File: config.mk
export PLATFORM = sky130hd
export DESIGN_NAME = uart_tx
export DESIGN_NICKNAME = d
export VERILOG_FILES = /design/src/rtl/uart_pkg.sv /design/src/rtl/uart_tx_fifo.sv /design/src/rtl/uart_tx.sv
export SDC_FILE = /design/constraint.sdc
export NUM_CORES = 1
export LEC_CHECK = 0
export ABC_CLOCK_PERIOD_IN_PS = 4100
export BUFFER_PORTS_ARGS = -buffer_cell sky130_fd_sc_hd__buf_2
export CAP_MARGIN = 10
export CORE_MARGIN = 10
export CORE_UTILIZATION = 61
export CTS_BUF_LIST = sky130_fd_sc_hd__clkbuf_16
export DETAILED_ROUTE_END_ITERATION = 8
export PLACE_DENSITY = 0.79
export SYNTH_ARGS = -nofsm -noshare
export SYNTH_HDL_FRONTEND = slang
export SYNTH_SLANG_ARGS = --single-unit
File: constraint.sdc
create_clock -name clk -period 4.1 [get_ports clk]
set_clock_uncertainty 0.05 [all_clocks]
set_input_delay 1.025 -clock clk [delete_from_list [all_inputs] [get_ports clk]]
set_output_delay 1.025 -clock clk [all_outputs]
set_load 0.02 [all_outputs]
File: src/rtl/uart_pkg.sv
// Shared definitions for the UART transmitter: frame constants, FSM state encoding
// and the parity helper.
package uart_pkg;

    localparam int   UART_DATA_W = 8;
    localparam logic START_BIT   = 1'b0;
    localparam logic STOP_BIT    = 1'b1;

    typedef enum logic [2:0] {
        IDLE   = 3'd0,
        START  = 3'd1,
        DATA   = 3'd2,
        PARITY = 3'd3,
        STOP   = 3'd4
    } uart_state_e;

    // Even parity over the data bits only: the parity bit makes the total count of ones even.
    function automatic logic even_parity(input logic [UART_DATA_W-1:0] d);
        return ^d;
    endfunction

endpackage

File: src/rtl/uart_tx_fifo.sv
// Single-clock holding FIFO for bytes waiting to be transmitted. Read data is
// show-ahead: rdata always presents the oldest entry while the FIFO is non-empty.
module uart_tx_fifo
    import uart_pkg::*;
#(
    parameter int DEPTH = 4,
    parameter int AW    = $clog2(DEPTH)
) (
    input  logic                   clk,
    input  logic                   reset,
    input  logic                   push,
    input  logic                   pop,
    input  logic [UART_DATA_W-1:0] wdata,
    output logic [UART_DATA_W-1:0] rdata,
    output logic                   full,
    output logic                   empty,
    output logic [AW:0]            count
);

    logic [UART_DATA_W-1:0] mem_r [DEPTH];
    logic [AW:0]            wr_ptr_r;
    logic [AW:0]            rd_ptr_r;
    logic                   push_en_s;
    logic                   pop_en_s;

    // The top pointer bit is a wrap flag: equal low bits with differing wrap flags means full.
    assign full      = (wr_ptr_r[AW] != rd_ptr_r[AW]) && (wr_ptr_r[AW-1:0] == rd_ptr_r[AW-1:0]);
    assign empty     = (wr_ptr_r == rd_ptr_r);
    assign count     = wr_ptr_r - rd_ptr_r;
    assign rdata     = mem_r[rd_ptr_r[AW-1:0]];
    assign push_en_s = push && !full;
    assign pop_en_s  = pop && !empty;

    // Pointer and storage update; pointers wrap naturally modulo 2*DEPTH.
    always_ff @(posedge clk or negedge reset) begin
        if (!reset) begin
            wr_ptr_r <= '0;
            rd_ptr_r <= '0;
            for (int i = 0; i < DEPTH; i++) begin
                mem_r[i] <= '0;
            end
        end else begin
            if (push_en_s) begin
                mem_r[wr_ptr_r[AW-1:0]] <= wdata;
                wr_ptr_r                <= wr_ptr_r + {{AW{1'b0}}, 1'b1};
            end
            if (pop_en_s) begin
                rd_ptr_r <= rd_ptr_r + {{AW{1'b0}}, 1'b1};
            end
        end
    end

endmodule

File: src/rtl/uart_tx.sv
// UART transmitter: bytes queue in a holding FIFO and are shifted out MSB-first as
// start / 8 data / optional even parity / stop, advancing only on baud_tick.
module uart_tx
    import uart_pkg::*;
#(
    parameter int FIFO_DEPTH = 4,
    parameter int PARITY_EN  = 1
) (
    input  logic                   clk,
    input  logic                   reset,
    input  logic                   baud_tick,
    input  logic [UART_DATA_W-1:0] in_data,
    input  logic                   in_valid,
    output logic                   in_ready,
    output logic                   tx,
    output logic                   busy,
    output logic                   tx_done
);

    localparam int AW = $clog2(FIFO_DEPTH);
    localparam int CW = AW + 1;

    uart_state_e            state_r;
    logic [UART_DATA_W-1:0] shift_r;
    logic [2:0]             bit_cnt_r;
    logic                   tx_r;
    logic                   tx_done_r;
    logic                   busy_r;
    logic                   in_ready_r;

    logic                   push_s;
    logic                   pop_s;
    logic [UART_DATA_W-1:0] fifo_rdata_s;
    logic                   fifo_full_s;
    logic                   fifo_empty_s;
    logic [CW-1:0]          fifo_count_s;
    logic [CW-1:0]          count_next_s;

    assign push_s       = in_valid && in_ready_r && !fifo_full_s;
    assign count_next_s = fifo_count_s + CW'(push_s) - CW'(pop_s);

    assign tx       = tx_r;
    assign tx_done  = tx_done_r;
    assign busy     = busy_r;
    assign in_ready = in_ready_r;

    uart_tx_fifo #(
        .DEPTH (FIFO_DEPTH)
    ) u_fifo (
        .clk   (clk),
        .reset (reset),
        .push  (push_s),
        .pop   (pop_s),
        .wdata (in_data),
        .rdata (fifo_rdata_s),
        .full  (fifo_full_s),
        .empty (fifo_empty_s),
        .count (fifo_count_s)
    );

    // A byte leaves the FIFO only at a frame boundary (IDLE or end of STOP) on a tick.
    always_comb begin
        pop_s = 1'b0;
        if (baud_tick && !fifo_empty_s && ((state_r == IDLE) || (state_r == STOP))) begin
            pop_s = 1'b1;
        end else begin
            pop_s = 1'b0;
        end
    end

    // in_ready mirrors "not full" for the coming cycle, computed from the post-edge occupancy.
    always_ff @(posedge clk or negedge reset) begin
        if (!reset) begin
            in_ready_r <= 1'b0;
        end else begin
            in_ready_r <= (count_next_s != CW'(FIFO_DEPTH));
        end
    end

    // Frame sequencer and shifter; tx, tx_done and busy are all registered here.
    always_ff @(posedge clk or negedge reset) begin
        if (!reset) begin
            state_r   <= IDLE;
            shift_r   <= '0;
            bit_cnt_r <= 3'd0;
            tx_r      <= STOP_BIT;
            tx_done_r <= 1'b0;
            busy_r    <= 1'b0;
        end else begin
            tx_done_r <= 1'b0;
            busy_r    <= (state_r != IDLE) || (count_next_s != '0);
            if (baud_tick) begin
                case (state_r)
                    IDLE: begin
                        if (!fifo_empty_s) begin
                            shift_r   <= fifo_rdata_s;
                            bit_cnt_r <= 3'd7;
                            tx_r      <= START_BIT;
                            state_r   <= START;
                            busy_r    <= 1'b1;
                        end else begin
                            tx_r <= STOP_BIT;
                        end
                    end
                    START: begin
                        tx_r    <= shift_r[7];
                        state_r <= DATA;
                    end
                    DATA: begin
                        if (bit_cnt_r != 3'd0) begin
                            bit_cnt_r <= bit_cnt_r - 3'd1;
                            tx_r      <= shift_r[bit_cnt_r - 3'd1];
                        end else if (PARITY_EN != 0) begin
                            tx_r    <= even_parity(shift_r);
                            state_r <= PARITY;
                        end else begin
                            tx_r    <= STOP_BIT;
                            state_r <= STOP;
                        end
                    end
                    PARITY: begin
                        tx_r    <= STOP_BIT;
                        state_r <= STOP;
                    end
                    STOP: begin
                        tx_done_r <= 1'b1;
                        // Chain straight into the next start bit when another byte is waiting.
                        if (!fifo_empty_s) begin
                            shift_r   <= fifo_rdata_s;
                            bit_cnt_r <= 3'd7;
                            tx_r      <= START_BIT;
                            state_r   <= START;
                        end else begin
                            tx_r    <= STOP_BIT;
                            state_r <= IDLE;
                            busy_r  <= (count_next_s != '0);
                        end
                    end
                    default: begin
                        tx_r    <= STOP_BIT;
                        state_r <= IDLE;
                    end
                endcase
            end else begin
                state_r <= state_r;
            end
        end
    end

endmodule

==> results.sh, run 1 <==
export IMPL_antenna_found_initial=0
export IMPL_design_core_area_um2=4790
export IMPL_portBuffers=15
export IMPL_r2r_start="u_fifo.rd_ptr_r[1]$_DFFE_PN0P_"
export IMPL_wirelength_mm=5.31
export IMPL_hpwl_mm=3.88
export IMPL_final_common_cell="dfrtp_1"
export IMPL_grt_overflow_total=0
export IMPL_cts_hold_buf=0
export IMPL_wl_per_cell_um=18.4
export IMPL_cts_resized_gates=0
export IMPL_place_gp_congestion=0.847
export IMPL_ir_worst_vdd_v=0.000501
export IMPL_clockPowerShare_pct=13.9
export IMPL_slew_viol_final=0
export IMPL_crit_required_ps=4210
export IMPL_finalWorstSetupSlack_ps=696
export IMPL_finalHoldViolations=0
export IMPL_via_count=1640
export IMPL_post_dp_cell_area_um2=3190
export IMPL_rsz0062_at_grt="no"
export IMPL_finalCriticalPeriod_ps=3400
export IMPL_outcome="complete, no violations"
export IMPL_worst_slew_pin_slew_ps=611
export IMPL_hold_path_class="flip-flop to flip-flop"
export IMPL_ys_seq_area_share_pct=45.7
export IMPL_final_cell_mix="dfrtp_1 (55), mux2_4 (37), xnor2_1 (15), buf_2 (15), inv_1 (12)"
export IMPL_grt_usage_pct=13.3
export IMPL_setup_viol=0
export IMPL_insertion_delay_ps=300
export IMPL_dieArea_um2=8270
export IMPL_pwr_share_comb_pct=50.2
export IMPL_synth_cell_types=40
export IMPL_switching_power_w=0.00108
export IMPL_n_antenna_cell=0
export IMPL_vias_per_cell=5.69
export IMPL_synth_avg_cell_area_um2=15.3
export IMPL_clockBufferDepth=2
export IMPL_utilization_pct=69.6
export IMPL_die_width_um=90.9
export IMPL_cp_data_arrival_time_ps=3510
export IMPL_p_seq_share_pct=35.9
export IMPL_power_w=0.00302
export IMPL_num_io_pins=16
export IMPL_switching_share_pct=35.7
export IMPL_fmax_mhz=294
export IMPL_cts_tree="done"
export IMPL_num_fill_cells=334
export IMPL_placementRows=25
export IMPL_netlist_area_um2=3070
export IMPL_die_y_um=90.9
export IMPL_crit_type="flip-flop to flip-flop"
export IMPL_power_leakage_nw=1.55
export IMPL_clkSinkCount=56
export IMPL_ctsRootBufferMaster="clkbuf_16"
export IMPL_clkTransAtPathRegs_ps=70
export IMPL_startpoint_type="flip-flop"
export IMPL_powerDensity_nw_per_um2=906
export IMPL_ys_ff_latch=56
export IMPL_grt_max_degree=31
export IMPL_drt_initial_drc_count=81
export IMPL_maxCapViolations=0
export IMPL_syn_to_final_growth_pct=8.52
export IMPL_cts_htree_levels=2
export IMPL_syn_num_nets=224
export IMPL_tns_ps=0
export IMPL_slew_headroom_pct=59.3
export IMPL_syn_inst=201
export IMPL_grt_pass1_vias=1776
export IMPL_worstHoldStart="u_fifo.mem_r[31]$_DFFE_PN0P_"
export IMPL_crit_fanout=14
export IMPL_drt_pass1_iter_count=4
export IMPL_nets=243
export IMPL_grt_pass1_wl_mm=8.99
export IMPL_drc_errors=0
export IMPL_design_area_um2=3330
export IMPL_yosys_warnings=0
export IMPL_pre_cts_ws_ps=463
export IMPL_drive_above_1_share_pct=35.3
export IMPL_intPower_w=0.00194
export IMPL_cp_end_kind="flip-flop"
export IMPL_post_route_period_util_pct=83.0
export IMPL_route_antenna_remaining_nets=0
export IMPL_critPathLaunch="u_fifo.rd_ptr_r[1]$_DFFE_PN0P_"
export IMPL_initial_utilization_pct=64.1
export IMPL_post_cts_buffers=0
export IMPL_numCtsBuffers=5
-- per-stage QoR --
| step | instances | hold slack, ps |
|---|---|---|
| 2_1_floorplan | 201 | 417 |
| 3_3_place_gp | 280 | 437 |
| 3_5_place_dp | 280 | 440 |
| 4_1_cts | 288 | 459 |
| 5_1_grt | 288 | 474 |
| 6_report | 288 | 459 |
-- cell families (layout without fill, tap and decap cells) --
kind of cell | Yosys count | in the layout | synth area share (%)
AOI/OAI and AO/OA | 16 | 16 | 4.36
xor gates and xnor gates | 18 | 18 | 5.99
adders and majority gates | 11 | 11 | 4.97
buffers and inverters | 15 | 35 | 2.98
DFF | 56 | 56 | 45.7
muxes | 53 | 53 | 28.6
and+or+nand+nor | 32 | 32 | 7.42
-- critical path, cell delays in order, from the launching register on --
cell and delay (ps):
dfrtp_1 650, xor2_2 310, o311a_4 330, inv_1 90, fa_1 450, fa_1 490, ha_1 230, xnor2_1 190
xnor2_1 110, nor4_1 250, nand3_1 120
-- worst paths after layout --
| check | end | slack [ps] | cells past startpoint |
|---|---|---|---|
| max | busy$_DFF_PN0_ | 700 | 10 |
| min | u_fifo.mem_r[31]$_DFFE_PN0P_ | 460 | 1 |
| max reg2reg | busy$_DFF_PN0_ | 700 | 10 |
| min reg2reg | u_fifo.mem_r[31]$_DFFE_PN0P_ | 460 | 1 |
| max in group asynchronous | tx$_DFFE_PN1P_ | 2470 | 2 |
| min in group asynchronous | in_ready$_DFF_PN0_ | 690 | 1 |
-- registers in the layout, indices dropped and copies added, names as in the netlist --
name             count
u_fifo.mem_r        32
state_r              3
u_fifo.rd_ptr_r      3
bit_cnt_r            3
tx                   1
tx_done              1
shift_r              8
in_ready             1
u_fifo.wr_ptr_r      3
busy                 1
-- power by group through the flow --
stage	Combinational, W	Sequential, W	Clock (W)
finish	0.00151	0.00108	0.000421
global route	0.00165	0.00112	0.000443
CTS	0.00153	0.00108	0.000423
detailed placement	0.00153	0.00108	0
global placement	0.00146	0.00105	0
floorplan	0.00134	0.00100	0
-- Yosys cell counts, drive strengths merged --
| cell | count | area share (%) |
|---|---|---|
| nor3b | 2 | 0.49 |
| mux2 | 42 | 20 |
| nor2 | 7 | 0.86 |
| nor3 | 1 | 0.16 |
| a21oi | 1 | 0.16 |
| o211ai | 1 | 0.41 |
| o31ai | 1 | 0.24 |
| buf | 4 | 1.6 |
| or3b | 1 | 0.29 |
| a31o | 1 | 0.29 |
| fa | 2 | 1.3 |
| o21bai | 1 | 0.24 |
| o311a | 2 | 1.4 |
| o31a | 1 | 0.29 |
| nor4 | 1 | 0.20 |
| mux2i | 1 | 0.33 |
| nor2b | 5 | 1.0 |
| mux4 | 10 | 8.3 |
| xor2 | 3 | 1.7 |
| xnor2 | 15 | 4.3 |
| and3 | 1 | 0.20 |
| clkbuf | 1 | 0.12 |
| inv | 10 | 1.2 |
| ha | 9 | 3.7 |
| o21ai | 7 | 1.1 |
| dfrtp | 55 | 45 |
| nand2b | 1 | 0.20 |
| dfstp | 1 | 0.86 |
| nor4bb | 1 | 0.33 |
| o22ai | 1 | 0.20 |
| nand2 | 10 | 3.3 |
| nand3 | 2 | 0.33 |
-- layout make-up --
type,instances,area [µm²],area share (%)
repair buffers,17,90.1,2.70
multi-input cells,130,1580,47.3
flip-flops and latches,56,1400,42.1
well taps,67,83.8,2.52
clock inverters,3,16.3,0.488
clock buffers,5,125,3.76
inverters,10,37.5,1.13
-- per-layer routing --
metal	wire length [µm]	track usage [%]	part of all wire [%]	up-vias
met4	78	4.70	1.5	0
met3	194	2.63	3.7	6
li1	-	-	-	751
met5	0	0	0	-
met2	2680	23.0	50	32
met1	2360	16.2	44	851
(Power assumes the default switching activity.)
==> run 2: changes to the inputs <==
--- a/config.mk
+++ b/config.mk
@@ -5,14 +5,14 @@
 export SDC_FILE = /design/constraint.sdc
 export NUM_CORES = 1
 export LEC_CHECK = 0
-export ABC_CLOCK_PERIOD_IN_PS = 4100
+export ABC_CLOCK_PERIOD_IN_PS = 3000
 export BUFFER_PORTS_ARGS = -buffer_cell sky130_fd_sc_hd__buf_2
 export CAP_MARGIN = 10
 export CORE_MARGIN = 10
-export CORE_UTILIZATION = 61
+export CORE_UTILIZATION = 55
 export CTS_BUF_LIST = sky130_fd_sc_hd__clkbuf_16
 export DETAILED_ROUTE_END_ITERATION = 8
-export PLACE_DENSITY = 0.79
+export PLACE_DENSITY = 0.76
 export SYNTH_ARGS = -nofsm -noshare
 export SYNTH_HDL_FRONTEND = slang
 export SYNTH_SLANG_ARGS = --single-unit
==> constraint.sdc (replaced) <==
create_clock -name clk -period 3 [get_ports clk]
set_clock_uncertainty 0.05 [all_clocks]
set_input_delay 0.75 -clock clk [delete_from_list [all_inputs] [get_ports clk]]
set_output_delay 0.75 -clock clk [all_outputs]
set_load 0.02 [all_outputs]
==> run 2 against run 1 <==
First-iteration DRC count shrank 33%. Critical path type unchanged. Clock power grew 37%. Largest cell class unchanged. Sequential share of layout area shrank 0.82 points. Worst hold slack lost 120 ps. Via count shrank 1.5%. Largest power group unchanged. Critical endpoint unchanged.
==> results.sh, run 2 (synthesized netlist as in run 1, its figures left out) <==
export IMPL_grt_pass1_vias=1767
export IMPL_fmax_mhz=352
export IMPL_portBuffers=15
export IMPL_largest_register="u_fifo.mem_r"
export IMPL_n_antenna_cell=0
export IMPL_tns_ps=0
export IMPL_clkSinkCount=56
export IMPL_wl_per_cell_um=17.1
export IMPL_grt_max_degree=22
export IMPL_design_core_area_um2=5470
export IMPL_utilization_pct=62.1
export IMPL_cts_htree_levels=2
export IMPL_reg_top3="u_fifo.mem_r (32), shift_r (8)"
export IMPL_cts_tree="done"
export IMPL_setup_viol=0
export IMPL_pre_cts_ws_ps=142
export IMPL_route_antenna_remaining_nets=0
export IMPL_rsz0062_at_grt="no"
export IMPL_layout_cells_non_filler=300
export IMPL_grt_usage_pct=12.5
export IMPL_syn_to_final_growth_pct=10.8
export IMPL_drt_initial_drc_count=54
export IMPL_powerDensity_nw_per_um2=1220
export IMPL_crit_required_ps=3120
export IMPL_final_common_cell="dfrtp_1"
export IMPL_placementRows=27
export IMPL_numCtsBuffers=5
export IMPL_finalCriticalPeriod_ps=2840
export IMPL_maxCapViolations=0
export IMPL_crit_fanout=5
export IMPL_post_route_period_util_pct=94.6
export IMPL_clkTransAtPathRegs_ps=70
export IMPL_hold_path_class="input port to async pin"
export IMPL_largest_reg_flops=32
export IMPL_num_io_pins=16
export IMPL_final_cell_mix="dfrtp_1 (54), mux2_4 (37), xnor2_1 (15), buf_2 (15), inv_1 (10)"
export IMPL_startpoint_type="flip-flop"
export IMPL_via_count=1615
export IMPL_die_width_um=94.7
export IMPL_clockBufferDepth=2
export IMPL_vias_per_cell=5.38
export IMPL_dieArea_um2=8970
export IMPL_nets=250
export IMPL_drc_errors=0
export IMPL_worst_slew_pin_slew_ps=423
export IMPL_drt_pass1_iter_count=4
export IMPL_slew_viol_final=0
export IMPL_cp_end_kind="flip-flop"
export IMPL_finalWorstSetupSlack_ps=162
export IMPL_drive_above_1_share_pct=39.5
export IMPL_antenna_found_initial=0
export IMPL_cp_data_arrival_time_ps=2960
export IMPL_outcome="complete, no violations"
export IMPL_power_leakage_nw=1.58
export IMPL_initial_utilization_pct=56.1
export IMPL_cts_hold_buf=0
export IMPL_power_w=0.00415
export IMPL_slew_headroom_pct=71.8
export IMPL_grt_pass1_wl_mm=8.83
export IMPL_finalHoldViolations=0
export IMPL_grt_overflow_total=0
export IMPL_ctsRootBufferMaster="clkbuf_16"
export IMPL_hpwl_mm=3.74
export IMPL_post_place_cells=292
export IMPL_num_fill_cells=422
export IMPL_wirelength_mm=5.13
export IMPL_crit_type="flip-flop to flip-flop"
export IMPL_die_y_um=94.7
export IMPL_insertion_delay_ps=290
export IMPL_place_gp_congestion=0.771
export IMPL_ir_worst_vdd_v=0.000693
## run 2: metal layers
metal / vias to the layer above / wire (µm) / track usage, %
met4: 0 / 65 / 4.49
met5: - / 0 / 0
met2: 21 / 2490 / 20.3
met3: 7 / 143 / 3.01
met1: 816 / 2430 / 16.1
li1: 771 / - / -
## run 2: stage by stage
step / area [µm²] / hold slack, ps
after global routing: 3400 / 365
after CTS: 3400 / 348
final: 3400 / 336
after detailed placement: 3250 / 437
after floorplan: 3090 / 404
after global placement: 3250 / 439
## run 2: worst max-delay path, stage by stage (launching register included)
cell and delay (ps):
dfrtp_2 460, xor2_2 190, o311a_4 380, fa_2 370, fa_1 460, ha_2 190, xnor2_1 160, xnor2_1 110
nor4_1 260, nand3_1 90
## run 2: power by group
group / internal (W) / switching, W
sequential: 0.00114 / 0.000299
combinational: 0.00125 / 0.000886
clock: 0.000308 / 0.000267
## run 2: layout make-up
class | count | area (µm²) | share of cell area (%)
clock buffer | 5 | 125 | 3.68
clock inverter | 3 | 20.0 | 0.589
inverter | 10 | 37.5 | 1.10
multi-input combinational | 130 | 1580 | 46.5
sequential | 56 | 1400 | 41.3
tap | 72 | 90.1 | 2.65
timing repair buffer | 24 | 143 | 4.20
## run 2: repair_timing
item | CTS | global route
buffers inserted | 0 | 0
endpoints found under the setup margin | 0 | 1
hold endpoints to repair | 0 | 0
resized for setup | 0 | 1
## run 2: path summary, 6_finish.rpt
kind | startpoint | cells past startpoint | endpoint | slack, ps
hold reg to reg | u_fifo.mem_r[28]$_DFFE_PN0P_ | 1 | u_fifo.mem_r[28]$_DFFE_PN0P_ | 450
setup / recovery | u_fifo.wr_ptr_r[1]$_DFFE_PN0P_ | 9 | busy$_DFF_PN0_ | 160
setup reg to reg | u_fifo.wr_ptr_r[1]$_DFFE_PN0P_ | 9 | busy$_DFF_PN0_ | 160
min in group clk | u_fifo.mem_r[28]$_DFFE_PN0P_ | 1 | u_fifo.mem_r[28]$_DFFE_PN0P_ | 450
hold / removal | reset | 1 | tx_done$_DFF_PN0_ | 340
max in group asynchronous | reset | 2 | tx$_DFFE_PN1P_ | 1890
==> run 3: changes to the inputs <==
--- a/config.mk
+++ b/config.mk
@@ -12,6 +12,7 @@
 export CORE_UTILIZATION = 55
 export CTS_BUF_LIST = sky130_fd_sc_hd__clkbuf_16
 export DETAILED_ROUTE_END_ITERATION = 8
+export GPL_TIMING_DRIVEN = 0
 export PLACE_DENSITY = 0.76
 export SYNTH_ARGS = -nofsm -noshare
 export SYNTH_HDL_FRONTEND = slang
==> constraint.sdc (replaced) <==
create_clock -name clk -period 3 [get_ports clk]
set_clock_uncertainty 0.05 [all_clocks]
set_input_delay 0.15 -clock clk [delete_from_list [all_inputs] [get_ports clk]]
set_output_delay 0.15 -clock clk [all_outputs]
set_load 0.02 [all_outputs]
==> run 3 against run 2 <==
Clock-buffer cell count did not move. Utilization rose by 1.7 points. Fmax fell by 4.7%. Clock power rose by 14%. Largest cell class unchanged. Critical path depth rose by 1. Highest routed layer unchanged. Largest power group unchanged. Combinational power rose by 8%. Worst hold slack got worse by 250 ps. Sequential share of layout area fell by 1.0 points. Routed wire length rose by 5.9%. Non-clock buffer count rose by 3. First-iteration DRC count rose by 37%. Design area rose by 2.7%.
==> results.sh, run 3 (synthesized netlist as in run 1, its figures left out) <==
export IMPL_powerDensity_nw_per_um2=1270
export IMPL_worst_slew_pin_slew_ps=434
export IMPL_cp_end_kind="flip-flop"
export IMPL_drt_initial_drc_count=74
export IMPL_syn_to_final_growth_pct=13.8
export IMPL_drt_pass1_iter_count=4
export IMPL_drive_above_1_share_pct=41.1
export IMPL_power_leakage_nw=1.61
export IMPL_design_core_area_um2=5470
export IMPL_vias_per_cell=5.46
export IMPL_finalCriticalPeriod_ps=2980
export IMPL_grt_pass1_wl_mm=9.08
export IMPL_clkSinkCount=56
export IMPL_wirelength_mm=5.43
export IMPL_grt_usage_pct=13.1
export IMPL_num_fill_cells=405
export IMPL_p_seq_share_pct=32.8
export IMPL_final_cell_mix="dfrtp_1 (52), mux2_4 (37), xnor2_1 (14), buf_2 (14), inv_1 (10)"
export IMPL_largest_reg_flops=32
export IMPL_via_count=1655
export IMPL_num_io_pins=16
export IMPL_initial_utilization_pct=56.1
export IMPL_numCtsBuffers=5
export IMPL_maxCapViolations=0
export IMPL_insertion_delay_ps=290
export IMPL_dieArea_um2=8970
export IMPL_antenna_found_initial=0
export IMPL_intPower_w=0.00289
export IMPL_switching_share_pct=34.7
export IMPL_route_antenna_remaining_nets=0
export IMPL_placementRows=27
export IMPL_slew_headroom_pct=70.7
export IMPL_startpoint_type="flip-flop"
export IMPL_utilization_pct=63.8
export IMPL_hold_path_class="input port to flip-flop"
export IMPL_final_common_cell="dfrtp_1"
export IMPL_cp_data_arrival_time_ps=3090
export IMPL_pwr_share_comb_pct=52.3
export IMPL_ir_worst_vdd_v=0.000560
export IMPL_grt_max_degree=57
export IMPL_cts_htree_levels=2
export IMPL_slew_viol_final=0
export IMPL_clockPowerShare_pct=14.8
export IMPL_finalHoldViolations=0
export IMPL_rsz0062_at_grt="yes"
export IMPL_hpwl_mm=3.66
export IMPL_fmax_mhz=336
export IMPL_setup_viol=0
export IMPL_portBuffers=14
export IMPL_reg_top3="u_fifo.mem_r (32), shift_r (8)"
export IMPL_switching_power_w=0.00153
export IMPL_post_route_period_util_pct=99.3
export IMPL_drc_errors=0
export IMPL_crit_required_ps=3110
export IMPL_largest_register="u_fifo.mem_r"
export IMPL_grt_overflow_total=0
export IMPL_cts_tree="done"
export IMPL_outcome="complete, no violations"
export IMPL_nets=253
export IMPL_die_y_um=94.7
export IMPL_wl_per_cell_um=17.9
export IMPL_whs_ps=90.0
export IMPL_crit_fanout=4
export IMPL_place_gp_congestion=0.713
export IMPL_clockBufferDepth=2
export IMPL_crit_type="flip-flop to flip-flop"
export IMPL_grt_pass1_vias=1790
export IMPL_die_width_um=94.7
export IMPL_clkTransAtPathRegs_ps=70
export IMPL_n_antenna_cell=0
export IMPL_ctsRootBufferMaster="clkbuf_16"
-- run 3: cell types whose count changed in the layout (fill, tap and decap cells not counted), sizes merged --
cell | previous run | this run
dlygate4sd3 | 0 | 1
buf | 24 | 25
clkinv | 1 | 2
clkbuf | 5 | 6
inv | 11 | 10
clkinvlp | 1 | 0
bufinv | 0 | 1
-- run 3: path summary, 6_finish.rpt --
kind / from / endpoint / slack, ps / cells past startpoint
min in group asynchronous: reset / busy$_DFF_PN0_ / 250 / 2
max reg2reg: u_fifo.rd_ptr_r[1]$_DFFE_PN0P_ / busy$_DFF_PN0_ / 20 / 10
max in group asynchronous: reset / u_fifo.wr_ptr_r[1]$_DFFE_PN0P_ / 2100 / 3
min: in_data[4] / u_fifo.mem_r[4]$_DFFE_PN0P_ / 90 / 2
min reg2reg: u_fifo.mem_r[28]$_DFFE_PN0P_ / u_fifo.mem_r[28]$_DFFE_PN0P_ / 460 / 1
max: u_fifo.rd_ptr_r[1]$_DFFE_PN0P_ / busy$_DFF_PN0_ / 20 / 10
-- run 3: final cells by class --
type	instances	area (µm²)	area share (%)
clock inverters	3	42.5	1.22
well taps	72	90.1	2.58
repair buffers	25	168	4.80
plain buffers	2	15.0	0.430
flip-flops and latches	56	1410	40.3
inverters	10	37.5	1.07
clock buffers	5	125	3.58
multi-input cells	130	1610	46.0
-- run 3: layer usage --
metal | vias to the layer above | share of wire, % | global-route usage (%)
met1 | 847 | 46 | 16.4
met5 | - | 0 | 0
met4 | 0 | 1.5 | 4.49
met2 | 19 | 51 | 21.8
li1 | 782 | - | -
met3 | 7 | 2.3 | 2.85
-- run 3: stage by stage --
step                instances  setup TNS, ps  setup WS [ps]  total power (W)  area, µm²
global route              303          -70.1          -70.1          0.00472       3490
global placement          287           -232           -232          0.00354       3240
CTS                       300          -75.4          -75.4          0.00438       3460
floorplan                 201              0           11.5          0.00322       3080
finish                    303              0           21.7          0.00442       3490
detailed placement        287           -235           -235          0.00362       3240
-- run 3: power groups by stage --
stage               registers [W]  logic (W)  clock network (W)
global route              0.00151    0.00251           0.000704
CTS                       0.00144    0.00227           0.000669
finish                    0.00145    0.00231           0.000656
detailed placement        0.00144    0.00218                  0
floorplan                 0.00137    0.00185                  0
global placement          0.00142    0.00212                  0
-- run 3: what timing repair did --
| action | CTS | global route |
|---|---|---|
| pin swaps | 2 | 8 |
| endpoints found under the setup margin | 1 | 1 |
| resized for setup | 4 | 4 |
| hold buffers | 0 | 1 |
| hold endpoints to repair | 0 | 13 |
| buffers inserted | 6 | 3 |
-- run 3: critical path: stages (launching register included) --
cell and delay (ps):
dfrtp_1 390, buf_6 130, xor2_4 190, o311a_4 340, fa_2 390, fa_1 490, ha_2 210, xnor2_2 130
xnor2_1 150, nor4_2 270, nand3_1 90
